File: config.mk
export PLATFORM = sky130hd
export DESIGN_NAME = sram_arb_ctrl
export DESIGN_NICKNAME = d
export VERILOG_FILES = /design/src/rtl/sram_ctrl_pkg.sv /design/src/rtl/rr_arb2.sv /design/src/rtl/sram_arb_ctrl.sv
export SDC_FILE = /design/constraint.sdc
export NUM_CORES = 1
export LEC_CHECK = 0
export CAP_MARGIN = 20
export CORE_ASPECT_RATIO = 0.7
export CORE_MARGIN = 5
export CORE_UTILIZATION = 38
export CTS_CLUSTER_DIAMETER = 100
export CTS_CLUSTER_SIZE = 16
export DETAILED_ROUTE_END_ITERATION = 8
export GPL_TIMING_DRIVEN = 0
export HOLD_SLACK_MARGIN = 0.12
export MAX_ROUTING_LAYER = met4
export PLACE_DENSITY = 0.76
export SLEW_MARGIN = 40
export SYNTH_ARGS = -nofsm -noshare
export SYNTH_HDL_FRONTEND = slang
export SYNTH_SLANG_ARGS = --single-unit
File: constraint.sdc
create_clock -name CLK -period 2.4 [get_ports CLK]
set_input_delay 0.6 -clock CLK [delete_from_list [all_inputs] [get_ports CLK]]
set_output_delay 0.6 -clock CLK [all_outputs]
set_load 0.02 [all_outputs]
File: src/rtl/sram_ctrl_pkg.sv
// sram_ctrl_pkg: shared encodings for the SRAM stream arbiter/sequencer
package sram_ctrl_pkg;
   typedef enum logic [1:0] {
      ST_IDLE   = 2'd0,
      ST_ACCESS = 2'd1,
      ST_RESP   = 2'd2
   } state_t;
   localparam int   ACC_MIN    = 4;
   localparam int   ACC_MAX    = 15;
   localparam logic MODE_READ  = 1'b1;
   localparam logic MODE_WRITE = 1'b0;
endpackage

File: src/rtl/rr_arb2.sv
// rr_arb2: two-way round-robin grant; last_grant resets to 1 so port 0 wins the first tie
module rr_arb2 (
   input  logic CLK,
   input  logic RSTn,
   input  logic req0,
   input  logic req1,
   input  logic upd,
   output logic gnt0,
   output logic gnt1
);
   logic last_grant;
   // a lone requester always wins; on a tie the port not served last wins
   always_comb begin
      gnt0 = req0 & (~req1 | last_grant);
      gnt1 = req1 & (~req0 | ~last_grant);
   end
   // remember which port was served at each accepted handshake
   always_ff @(posedge CLK)
      if (!RSTn) last_grant <= 1'b1;
      else if (upd) last_grant <= gnt1;
endmodule

File: src/rtl/sram_arb_ctrl.sv
// sram_arb_ctrl: round-robin two-master arbiter and fixed-timing SRAM stream access sequencer
module sram_arb_ctrl
   import sram_ctrl_pkg::*;
#(
   parameter int ADDRW   = 20,
   parameter int DATAW   = 16,
   parameter int ACC_CYC = 4
) (
   input  logic             CLK,
   input  logic             RSTn,
   input  logic             req0_valid,
   output logic             req0_ready,
   input  logic             req0_we,
   input  logic [ADDRW-1:0] req0_addr,
   input  logic [DATAW-1:0] req0_wdata,
   input  logic             req1_valid,
   output logic             req1_ready,
   input  logic             req1_we,
   input  logic [ADDRW-1:0] req1_addr,
   input  logic [DATAW-1:0] req1_wdata,
   output logic             rsp0_valid,
   output logic             rsp1_valid,
   output logic [DATAW-1:0] rsp_rdata,
   output logic             sram_mode_R1_W0,
   output logic [ADDRW-1:0] sram_addr,
   output logic [DATAW-1:0] sram_wdata,
   input  logic [DATAW-1:0] sram_rdata
);
   if (ACC_CYC < ACC_MIN || ACC_CYC > ACC_MAX) begin : g_bad_acc_cyc
      $error("sram_arb_ctrl: ACC_CYC must be within 4..15");
   end
   // last ACCESS index, and last index whose successor cycle still strobes a write
   localparam logic [3:0] A_LAST = 4'(ACC_CYC - 1);
   localparam logic [3:0] W_LAST = 4'(ACC_CYC - 3);
   state_t     state;
   logic [3:0] cnt;
   logic       lat_we;
   logic       lat_port;
   logic       gnt0;
   logic       gnt1;
   logic       hs;
   rr_arb2 u_arb (
      .CLK  (CLK),
      .RSTn (RSTn),
      .req0 (req0_valid),
      .req1 (req1_valid),
      .upd  (hs),
      .gnt0 (gnt0),
      .gnt1 (gnt1)
   );
   // ready only while idle and out of reset; grants already imply valid
   always_comb begin
      req0_ready = RSTn & (state == ST_IDLE) & gnt0;
      req1_ready = RSTn & (state == ST_IDLE) & gnt1;
      hs         = req0_ready | req1_ready;
   end
   // sequencer: latch on handshake, time the strobe in ACCESS, pulse the response in RESP
   always_ff @(posedge CLK)
      if (!RSTn) begin
         state           <= ST_IDLE;
         cnt             <= '0;
         lat_we          <= 1'b0;
         lat_port        <= 1'b0;
         rsp0_valid      <= 1'b0;
         rsp1_valid      <= 1'b0;
         rsp_rdata       <= '0;
         sram_mode_R1_W0 <= MODE_READ;
         sram_addr       <= '0;
         sram_wdata      <= '0;
      end else begin
         case (state)
            ST_IDLE:
               if (hs) begin
                  lat_we     <= gnt1 ? req1_we : req0_we;
                  lat_port   <= gnt1;
                  sram_addr  <= gnt1 ? req1_addr : req0_addr;
                  sram_wdata <= gnt1 ? req1_wdata : req0_wdata;
                  cnt        <= '0;
                  state      <= ST_ACCESS;
               end
            ST_ACCESS:
               if (cnt == A_LAST) begin
                  state           <= ST_RESP;
                  sram_mode_R1_W0 <= MODE_READ;
                  rsp0_valid      <= ~lat_port;
                  rsp1_valid      <= lat_port;
                  if (!lat_we) rsp_rdata <= sram_rdata;
               end else begin
                  cnt             <= cnt + 4'd1;
                  sram_mode_R1_W0 <= (lat_we && cnt <= W_LAST) ? MODE_WRITE : MODE_READ;
               end
            ST_RESP: begin
               rsp0_valid <= 1'b0;
               rsp1_valid <= 1'b0;
               state      <= ST_IDLE;
            end
            default: state <= ST_IDLE;
         endcase
      end
endmodule

[Yosys cells after proc, flatten, opt, wreduce, memory -nomap -nowiden]
Cells that the tools add are included.
Widths: inputs -> output; s select.
Operators by class
  shift operators: 0
  $lt $le $gt $ge: 1
  $mul: 0
  divide/modulo/power cells: 0
  muxes and demuxes: 15
  eq/ne operators: 6
  reductions and logical operators: 9
  bitwise operators: 13
  add/sub/neg operators: 1
Operators by type and width (count)
  $mux 20: 1
  $mux 16: 1
  $mux 4: 2
  $pmux 4 s2: 1
  $ne 2x2->1 const B: 3
  $reduce_and 2->1: 3
  $reduce_and 3->1: 2
  $and 1x1->1: 5
  $mux 1: 5
  $not 1->1: 5
  $add 4x1->4 const B: 1
  $eq 4x2->1 const B: 1
  $le 4x1->1 const B: 1
  $mux 2: 2
  $pmux 1 s2: 2
  $pmux 2 s2: 1
  $reduce_bool 2->1: 2
  $or 1x1->1: 3
  $eq 2x1->1 const B: 1
  $eq 2x2->1 const B: 1
  $logic_not 2->1: 1
  $logic_and 1x1->1: 1
Storage, ports and cells
  bits in writable memories: 0
  latch bits: 0
  input bits: 94
  ROM bits: 0
  memories kept: 0
  output and inout port bits: 57
  register bits: 64

[Logic depth before layout (Yosys ltp)]
Gate-level depths: netlist of the first run.
  word-level depth: 7
  mapped depth: 6

[Modules after synthesis]
Synthesis of the first run repeated with hierarchy kept, for this count alone.
Second synthesis, totals
  cell total of the unflattened synthesis: 304
  area total of the unflattened synthesis: 2979.1 sq um
Modules (own cells, without submodules)
  sram_arb_ctrl: sequential area each 1261.2 sq um, cells an instance 297, times used 1, area an instance 2921.6 sq um
  rr_arb2: sequential area each 20.0 sq um, cells an instance 7, times used 1, area an instance 57.6 sq um

[Worst setup path after synthesis of the first run]
No wires, ideal clock.
  path kind: in2out
  start point: in RSTn
  end point: out req0_ready
  cell stages on the path: 5
  required time: 1800 ps
  path slack: 150 ps
  path buffers: 3
  arrival: 1650 ps
  cells stage by stage: buf_2 -> nor3b_2 -> buf_2 -> buf_2 -> and3_1
On the way
  cells in the longest elaborated chain, start to end: 2
Ends and longest elaborated chain
  start: declaration: RTL line sram_arb_ctrl.sv:10  | input logic RSTn,
  $and 1x1->1 (2 in a row): RTL line sram_arb_ctrl.sv:53  | req0_ready = RSTn & (state == ST_IDLE) & gnt0;
  end: declaration: RTL line sram_arb_ctrl.sv:12  | output logic req0_ready,
No other way between the ends.

[Worst setup path after layout of the first run]
  start point: in req1_valid
  end point: out req1_ready
On the way
  cells in the longest elaborated chain, start to end: 2
Ends and longest elaborated chain
  start: declaration: RTL line sram_arb_ctrl.sv:16  | input logic req1_valid,
  $and 1x1->1: RTL line rr_arb2.sv:15  | gnt1 = req1 & (~req0 | ~last_grant);
  $and 1x1->1: RTL line sram_arb_ctrl.sv:54  | req1_ready = RSTn & (state == ST_IDLE) & gnt1;
  end: declaration: RTL line sram_arb_ctrl.sv:17  | output logic req1_ready,
No other way between the ends.

==> results.yml, run 1 <==
outcome:
  status: "complete, no violations"
synthesis:
  yosysWarnings: 0
  synth_top_family_by_area: "compound AO/OA/AOI/OAI gates"
  synth_seq_cells: 64
  synth_xor_area_share_pct: 0
  synth_fa_ha_area_share_pct: 1.29
  synth_edf_count: 0
  synth_fp_nets: 403
  syn_avg_cell_area_um2: 9.49
  yosys_most_used_dff: "dfxtp_1"
  synth_cell_types: 42
  async_reset_ff_share_pct: 0
  netlist_instances: 306
  synthMuxAreaShare_pct: 18.3
  synth_compound_area_share_pct: 19.6
  synth-simple-area-share_pct: 11.2
  synth_seq_area_share_pct: 44.1
  netlist_area_um2: 2910
job:
  maxCapViolCount: 0
sta:
  hold_slack_ns: 0.457
  period_share_pct: 97.8
  rsz0062_at_grt: "false"
  fmax_ghz: 0.426
  skew_ns: 0.00773
  worst_slew_pin_slew_ns: 0.523
  slew_headroom_pct: 65.0
  hold_viol: 0
  fin_ws_ns: 0.0530
  slew_viol_final: 0
  final-setup-viol-count: 0
  finalWorstPathRequiredPeriod_ns: 2.35
finish:
  fillers: 641
  seq_area_um2: 1280
  layout_commonest_cell: "clkdlybuf4s50_1"
  syn_to_final_growth_pct: 64.7
  final_cell_mix: "clkdlybuf4s50_1 (147), dfxtp_1 (64), mux2i_1 (53)"
  multi_input_area_um2: 1480
  final_cells: 570
  drive_above_1_share_pct: 7.20
  n_antenna_cell: 0
  design_area_um2: 4790
  nets: 564
clock_tree:
  clk_pin_slew_ns: 0.07
  htree_num_levels: 3
  cts_buffers: 9
  ctsLongestPathBuffers: 2
  root_buffer: "clkbuf_8"
  cts.sinks: 64
  insertion_delay_ns: 0.34
  cts_tree: "done"
critical_path:
  cp-start-kind: "primary input"
  worstPathCellList: "clkdlybuf4s50_1, a21boi_4, buf_12, and2_1, buf_4"
  crit_buf_inv: 3
  critical-path-max-stage-delay_ns: 0.52
  cp_max_fo: 3
  critPathTopFamily: "buffers and inverters"
  cp.required_ns: 1.80
  cp.arrival_ns: 1.75
  worstSetupEndpointType: "output pin"
  cp_slowest_cell: "clkdlybuf4s50_1"
  criticalPathCategory: "in2out"
floorplan:
  top_level_ports: 151
  start_util_pct: 39.3
  fp.dieH_um: 83.2
  core-area_um2: 7380
  fp-row-count: 26
  die_w_um: 115
  die_area_um2: 9520
pwr:
  powerDensity_nw_per_um2: 589
  peakVddDrop_v: 0.000319
  p_leak_uw: 0.00172
global_route:
  grt_first_pass_wirelength_um: 14900
  antenna_found_initial: 0
  grt_max_degree: 19
  grt_pass1_vias: 3058
  grt.overflow.total: 0
  grtUsageTotal_pct: 19.9
placement:
  dp_hpwl_um: 7190
  dpl.cell_count: 553
  placed_area_um2: 4520
  pre_cts_slack_ns: -0.935
  gp_congestion: 0.779
  io_buffers: 149
drt:
  vias: 2910
  drt_first_iter_violations: 133
  totalWireLength_um: 9220
  ant_nets: 0
  avgRoutedWirePerCell_um: 16.2
  avgViaCountPerCell: 5.11
  first_pass_iters: 4
  drc: 0
worst_hold_path:
  hp-class: "reg2reg"
-- layout make-up --
| type | count | share of cell area [%] |
|---|---|---|
| buffer | 27 | 3.27 |
| clock buffer | 9 | 2.59 |
| clock inverter | 7 | 2.01 |
| inverter | 4 | 0.314 |
| multi-input combinational | 209 | 30.9 |
| sequential | 64 | 26.8 |
| tap | 98 | 2.56 |
| timing repair buffer | 152 | 31.6 |
-- worst paths after layout --
check / start / endpoint / slack, ns / depth (start not counted)
max: req1_valid / req1_ready / 0.05 / 5
min: rsp_rdata[9] / rsp_rdata[9] / 0.46 / 2
max reg2reg: cnt[0] / rsp_rdata[2] / 0.32 / 6
min reg2reg: rsp_rdata[9] / rsp_rdata[9] / 0.46 / 2
-- worst min-delay path, stage by stage, from the launching register on --
cell	delay, ns
dfxtp_1	0.31
nand2_1	0.05
mux2i_1	0.05
-- sequential cells by signal, indices dropped and copies added, names as in the netlist --
register	cells
sram_wdata	16
sram_addr	20
cnt	4
sram_mode_R1_W0	1
lat_port	1
u_arb.last_grant	1
rsp0_valid	1
lat_we	1
rsp_rdata	16
rsp1_valid	1
state	2
-- cells in the mapped netlist (2+ instances only) --
master / n / area share, %
a211oi_1: 37 / 9.6
a21oi_1: 40 / 6.9
dfxtp_1: 64 / 44
o211ai_1: 2 / 0.52
nand4_1: 2 / 0.43
mux2i_1: 53 / 18
ha_1: 3 / 1.3
nand3_1: 2 / 0.34
nand2b_1: 3 / 0.65
inv_1: 3 / 0.39
nand2_1: 35 / 4.5
buf_2: 8 / 1.4
nor2_1: 5 / 0.65
nor3_1: 2 / 0.34
clkbuf_1: 18 / 2.3
and2_1: 3 / 0.65
-- what timing repair did --
item | in CTS | in global routing
setup buffers | 3 | 0
hold buffers | 0 | 0
gates cloned | 0 | 0
pin swaps | 0 | 0
gates resized for setup | 14 | 3
setup endpoints to repair | 2 | 28
-- where the power goes --
group          leakage, µW  switching [µW]  internal [µW]
sequential        0.000524            40.0           1130
combinational      0.00110             295            345
clock             0.000101             430            584
-- layer usage --
| layer | global-route usage, % | vias up | part of all wire [%] |
|---|---|---|---|
| li1 | - | 1443 | - |
| met1 | 25.0 | 1344 | 44 |
| met2 | 31.9 | 113 | 48 |
| met3 | 5.09 | 10 | 6.8 |
| met4 | 4.85 | 0 | 1.1 |
| met5 | - | - | 0 |
-- metrics by stage --
| step | power (µW) | util (%) | TNS (ns) |
|---|---|---|---|
| finish | 2820 | 64.8 | 0 |
| CTS | 2850 | 64.8 | 0 |
| global route | 2950 | 64.8 | 0 |
| floorplan | 1480 | - | 0 |
| global placement | 1800 | 61.2 | -3.74 |
| detailed placement | 1820 | 61.2 | -5.16 |
-- kinds of logic (layout without fill, tap and decap cells) --
group,Yosys count,in the layout
compound gates,89,89
fa+ha+maj,3,3
buf+inv,33,199
flops,64,64
mux,53,53
simple gates,64,64
(Power assumes the default switching activity.)
==> inputs of run 2 (changes only) <==
--- a/config.mk
+++ b/config.mk
@@ -7,7 +7,6 @@
 export LEC_CHECK = 0
 export CAP_MARGIN = 20
 export CORE_ASPECT_RATIO = 0.7
-export CORE_MARGIN = 5
 export CORE_UTILIZATION = 38
 export CTS_CLUSTER_DIAMETER = 100
 export CTS_CLUSTER_SIZE = 16
==> run 2 against run 1 <==
Via count shrank 0.76%. Cell area rose by 0.39%. Critical path depth did not move. Hold slack better by 0.0014 ns. Highest routed layer unchanged. Die area shrank 16%. Worst setup slack got worse by 0.016 ns. Critical path type unchanged. Cell count is 0.35% lower. Routed wire length down 9.2%. Critical endpoint unchanged. Fmax decreased by 0.67%. Sequential cell count stayed put. Sequential power is essentially flat. Clock skew fell by 0.0022 ns.
==> results.yml, run 2 (synthesis gave the netlist of run 1 again) <==
outcome:
  status: "complete, no violations"
sta:
  worst_slew_pin_slew_ns: 0.504
  rsz0062_at_grt: "false"
  hold_viol: 0
  fin_setup_tns_ns: 0
  finalWorstPathRequiredPeriod_ns: 2.36
  slew_viol_final: 0
  fmax_ghz: 0.423
  final-setup-viol-count: 0
  slew_headroom_pct: 66.4
  fin_ws_ns: 0.0373
  period_share_pct: 98.4
  skew_ns: 0.00551
pwr:
  seqPwrFrac_pct: 39.6
  peakVddDrop_v: 0.000302
  p_sw_uw: 738
  powerDensity_nw_per_um2: 614
  p_leak_uw: 0.00173
  p_comb_share_pct: 21.4
  clock_power_share_pct: 39.0
  p_int_uw: 2210
  p_total_uw: 2950
  switching_share_pct: 25.0
critical_path:
  cp_num_cells: 5
  critical-path-max-stage-delay_ns: 0.51
  cp.required_ns: 1.80
  worstReg2RegStart: "cnt[0]"
  r2r_cells: 6
  worstPathCellList: "clkdlybuf4s50_1, a21boi_4, buf_12, and2_1, buf_2"
  critPathTopFamily: "buffers and inverters"
  cp.arrival_ns: 1.76
  regToRegSetupSlack_ns: 0.36
  crit_buf_inv: 3
  cp_max_fo: 3
  timing.critical_path.from: "req1_valid"
  r2r_end: "rsp_rdata[2]"
  cp_slowest_cell: "clkdlybuf4s50_1"
  crit_end: "req1_ready"
  cp-start-kind: "primary input"
  worstSetupEndpointType: "output pin"
  criticalPathCategory: "in2out"
finish:
  design_area_um2: 4800
  largestRegisters: "sram_addr x20, rsp_rdata x16, sram_wdata x16"
  n_antenna_cell: 0
  fillers: 620
  final_cell_mix: "clkdlybuf4s50_1 (147), dfxtp_1 (64), mux2i_1 (53)"
  syn_to_final_growth_pct: 65.4
  layout_commonest_cell: "clkdlybuf4s50_1"
  drive_above_1_share_pct: 7.02
  largest_reg_flops: 20
  final_cells: 568
  top_register: "sram_addr"
  nets: 562
  multi_input_area_um2: 1480
  seq_area_um2: 1280
clock_tree:
  htree_num_levels: 3
  cts_tree: "done"
  clk_pin_slew_ns: 0.07
  cts.sinks: 64
  cts_hold_buffers: 0
  root_buffer: "clkbuf_8"
  cts_buffers: 9
  ctsLongestPathBuffers: 2
  insertion_delay_ns: 0.33
global_route:
  antenna_found_initial: 0
  grt.overflow.total: 0
  grtUsageTotal_pct: 21.0
  grt_pass1_vias: 2773
  grt_first_pass_wirelength_um: 12600
  grt_max_degree: 20
floorplan:
  core-area_um2: 7350
  die_area_um2: 8000
  start_util_pct: 39.5
  top_level_ports: 151
  die_w_um: 107
  fp-row-count: 26
  fp.dieH_um: 75.2
drt:
  drt_first_iter_violations: 86
  wl_met2_um: 3980
  avgViaCountPerCell: 5.08
  avgRoutedWirePerCell_um: 14.7
  drc: 0
  totalWireLength_um: 8370
  ant_nets: 0
  dr_wl_met3_um: 513
  vias: 2888
  m1WireLength_um: 3820
  highest_layer: "met4"
  first_pass_iters: 4
job:
  maxCapViolCount: 0
placement:
  placed_area_um2: 4520
  gp_congestion: 0.819
  dpl.cell_count: 553
  io_buffers: 149
  dp_hpwl_um: 6430
  pre_cts_slack_ns: -0.990
worst_hold_path:
  hp-start: "rsp_rdata[10]"
  hp-class: "reg2reg"
## run 2: worst min path at each step
stage | slack, ns | to | depth (start not counted)
2_1_floorplan | 0.45 | rsp1_valid | 2
3_3_place_gp | 0.44 | rsp_rdata[4] | 2
3_5_place_dp | 0.45 | rsp_rdata[12] | 2
4_1_cts | 0.46 | rsp_rdata[6] | 2
5_1_grt | 0.48 | rsp_rdata[8] | 2
6_report | 0.46 | rsp_rdata[10] | 2
## run 2: layout make-up
class                   count  area share, %
clock buffers              11           3.15
clock inverters             5           2.14
flip-flops and latches     64           26.7
well taps                  98           2.55
plain buffers              27           3.26
inverters                   4          0.312
repair buffers            150           31.1
multi-input cells         209           30.8
## run 2: worst reg2reg max path, delay by kind of cell (launching register included)
family / cells / cell delay [ns]
adders and majority gates: 1 / 0.25
buffers and inverters: 2 / 0.36
DFF: 1 / 0.41
muxes: 1 / 0.18
and+or+nand+nor: 2 / 0.77
## run 2: what timing repair did
action	4_1_cts	5_1_grt
setup endpoints to repair	2	4
pin swaps	1	0
gates resized for setup	15	3
buffers inserted	1	0
## run 2: per-stage QoR
step	util (%)	hold slack (ns)
2_1_floorplan	-	0.453
3_3_place_gp	61.5	0.444
3_5_place_dp	61.5	0.449
4_1_cts	65.3	0.461
5_1_grt	65.4	0.478
6_report	65.4	0.459
## run 2: power groups by stage
| stage | registers [µW] | logic [µW] | clock network (µW) |
|---|---|---|---|
| after floorplan | 1250 | 232 | 0 |
| after global placement | 1180 | 612 | 0 |
| after detailed placement | 1190 | 625 | 0 |
| after CTS | 1170 | 633 | 1180 |
| after global routing | 1170 | 678 | 1220 |
| final | 1170 | 632 | 1150 |
## run 2: routing by layer
layer	vias up	track usage, %
li1	1434	-
met1	1356	24.8
met2	92	34.7
met3	6	6.15
met4	0	6.85
met5	-	-
==> inputs of run 3 (changes only) <==
--- a/config.mk
+++ b/config.mk
@@ -8,13 +8,15 @@
 export CAP_MARGIN = 20
 export CORE_ASPECT_RATIO = 0.7
 export CORE_UTILIZATION = 38
+export CTS_BUF_LIST = sky130_fd_sc_hd__clkbuf_4 sky130_fd_sc_hd__clkbuf_8 sky130_fd_sc_hd__clkbuf_16
 export CTS_CLUSTER_DIAMETER = 100
 export CTS_CLUSTER_SIZE = 16
 export DETAILED_ROUTE_END_ITERATION = 8
+export DONT_BUFFER_PORTS = 1
 export GPL_TIMING_DRIVEN = 0
 export HOLD_SLACK_MARGIN = 0.12
 export MAX_ROUTING_LAYER = met4
-export PLACE_DENSITY = 0.76
+export PLACE_DENSITY = 0.5
 export SLEW_MARGIN = 40
 export SYNTH_ARGS = -nofsm -noshare
 export SYNTH_HDL_FRONTEND = slang
==> run 3 against run 2 <==
Cell count down 26%. Sequential cell count unchanged. Hold slack worse by 0.055 ns. Fmax up 4.4%. Non-clock buffer count down 149. Combinational power down 55%. Sequential power up 6%. Register-to-register slack about the same. Utilization down 21 points.
==> results.yml, run 3 (synthesis gave the netlist of run 1 again) <==
floorplan:
  fp.dieH_um: 75.2
  start_util_pct: 39.5
  die_area_um2: 8000
  top_level_ports: 151
  die_w_um: 107
  core-area_um2: 7350
  fp-row-count: 26
drt:
  ant_nets: 0
  drc: 0
  vias: 2284
  first_pass_iters: 4
  avgRoutedWirePerCell_um: 16.5
  drt_first_iter_violations: 107
  avgViaCountPerCell: 5.45
  totalWireLength_um: 6900
critical_path:
  cp.required_ns: 1.80
  worstSetupEndpointType: "output pin"
  regToRegSetupSlack_ns: 0.36
  criticalPathCategory: "reg2out"
  r2r_cells: 6
  cp_max_fo: 10
  worstReg2RegStart: "cnt[0]"
  timing.critical_path.from: "u_arb.last_grant"
  cp-start-kind: "register"
  cp.arrival_ns: 1.66
  crit_end: "req1_ready"
  r2r_end: "rsp_rdata[5]"
finish:
  fillers: 760
  layout_commonest_cell: "dfxtp_1"
  largest_reg_flops: 20
  nets: 413
  final_cells: 419
  largestRegisters: "sram_addr x20, rsp_rdata x16, sram_wdata x16"
  drive_above_1_share_pct: 9.35
  design_area_um2: 3280
  final_cell_mix: "dfxtp_1 (64), mux2i_1 (53), a21oi_1 (40)"
  syn_to_final_growth_pct: 12.9
  top_register: "sram_addr"
  n_antenna_cell: 0
placement:
  io_buffers: 0
  gp_congestion: 0.691
  dpl.cell_count: 404
  placed_area_um2: 3030
  dp_hpwl_um: 5100
clock_tree:
  cts_buffers: 9
  insertion_delay_ns: 0.34
  cts.sinks: 64
  ctsLongestPathBuffers: 2
  root_buffer: "clkbuf_8"
  cts_setup_buffers: 0
  clk_pin_slew_ns: 0.07
  htree_num_levels: 3
  cts_tree: "done"
job:
  maxCapViolCount: 0
pwr:
  powerDensity_nw_per_um2: 810
  peakVddDrop_v: 0.000309
  p_leak_uw: 0.00115
sta:
  slew_viol_final: 0
  fmax_ghz: 0.442
  worst_slew_pin_slew_ns: 0.522
  slew_headroom_pct: 65.2
  final-setup-viol-count: 0
  rsz0062_at_grt: "false"
  hold_viol: 0
  skew_ns: 0.00999
  period_share_pct: 94.3
  finalWorstPathRequiredPeriod_ns: 2.26
global_route:
  grt_pass1_vias: 2178
  antenna_found_initial: 0
  grt.overflow.total: 0
  grt_max_degree: 12
  grt_first_pass_wirelength_um: 10600
  grtUsageTotal_pct: 17.9
worst_hold_path:
  hp-class: "in2reg"
outcome:
  status: "complete, no violations"
## run 3: changes by cell type in the layout (fill, tap and decap cells not counted), sizes merged
cell | previous run | this run
buf | 11 | 9
clkbuf | 29 | 30
clkdlybuf4s15 | 1 | 0
clkdlybuf4s50 | 147 | 0
clkinv | 2 | 1
clkinvlp | 1 | 2
## run 3: worst max-delay path, cell delays in order (launching register included)
cell and delay [ns]:
dfxtp_1 0.33, a21boi_1 0.19, clkbuf_4 0.30, buf_4 0.24
and2_1 0.27
## run 3: what timing repair did
item,CTS,global route
endpoints found under the setup margin,2,2
resized for setup,3,1
hold endpoints to repair,0,0
hold buffers,0,0
## run 3: per-layer routing
metal | vias up | share of wire [%] | GRT usage, %
met1 | 1037 | 48 | 22.8
li1 | 1135 | - | -
met2 | 102 | 42 | 26.6
met5 | - | 0 | -
met4 | 0 | 1.2 | 5.94
met3 | 10 | 8.9 | 6.41
## run 3: where the power goes
group / leakage (µW) / switching [µW] / total [µW] / internal (µW)
clock network: 0.000117 / 415 / 1130 / 714
logic: 0.000505 / 168 / 286 / 118
registers: 0.000524 / 117 / 1240 / 1130
total: 0.00115 / 700 / 2660 / 1960
## run 3: how the worst min path moves through the flow
| stage | start | end | cells past startpoint | slack, ns |
|---|---|---|---|---|
| 2_1_floorplan | lat_port | rsp1_valid | 2 | 0.45 |
| 3_3_place_gp | lat_port | rsp1_valid | 2 | 0.49 |
| 3_5_place_dp | u_arb.last_grant | u_arb.last_grant | 2 | 0.50 |
| 4_1_cts | sram_rdata[11] | rsp_rdata[11] | 2 | 0.39 |
| 5_1_grt | sram_rdata[2] | rsp_rdata[2] | 2 | 0.39 |
| 6_report | sram_rdata[11] | rsp_rdata[11] | 2 | 0.40 |
## run 3: final cells by class
type                       instances  area, µm²  area share [%]
tap                               98        123            3.74
clock inverter                     5        105            3.20
inverter                           4       15.0           0.458
clock buffer                      11        139            4.24
multi-input combinational        209       1470            44.8
buffer                            28        146            4.46
sequential                        64       1280            39.1
## run 3: through the flow
step | utilization (%) | worst slack [ns] | TNS (ns) | power, µW | hold slack [ns]
after floorplan | - | 0.150 | 0 | 1480 | 0.453
after CTS | 44.6 | 0.0223 | 0 | 2700 | 0.388
final | 44.6 | 0.138 | 0 | 2660 | 0.403
after detailed placement | 41.2 | -0.122 | -0.193 | 1550 | 0.498
after global placement | 41.2 | -0.133 | -0.216 | 1550 | 0.488
after global routing | 44.6 | 0.0567 | 0 | 2790 | 0.390
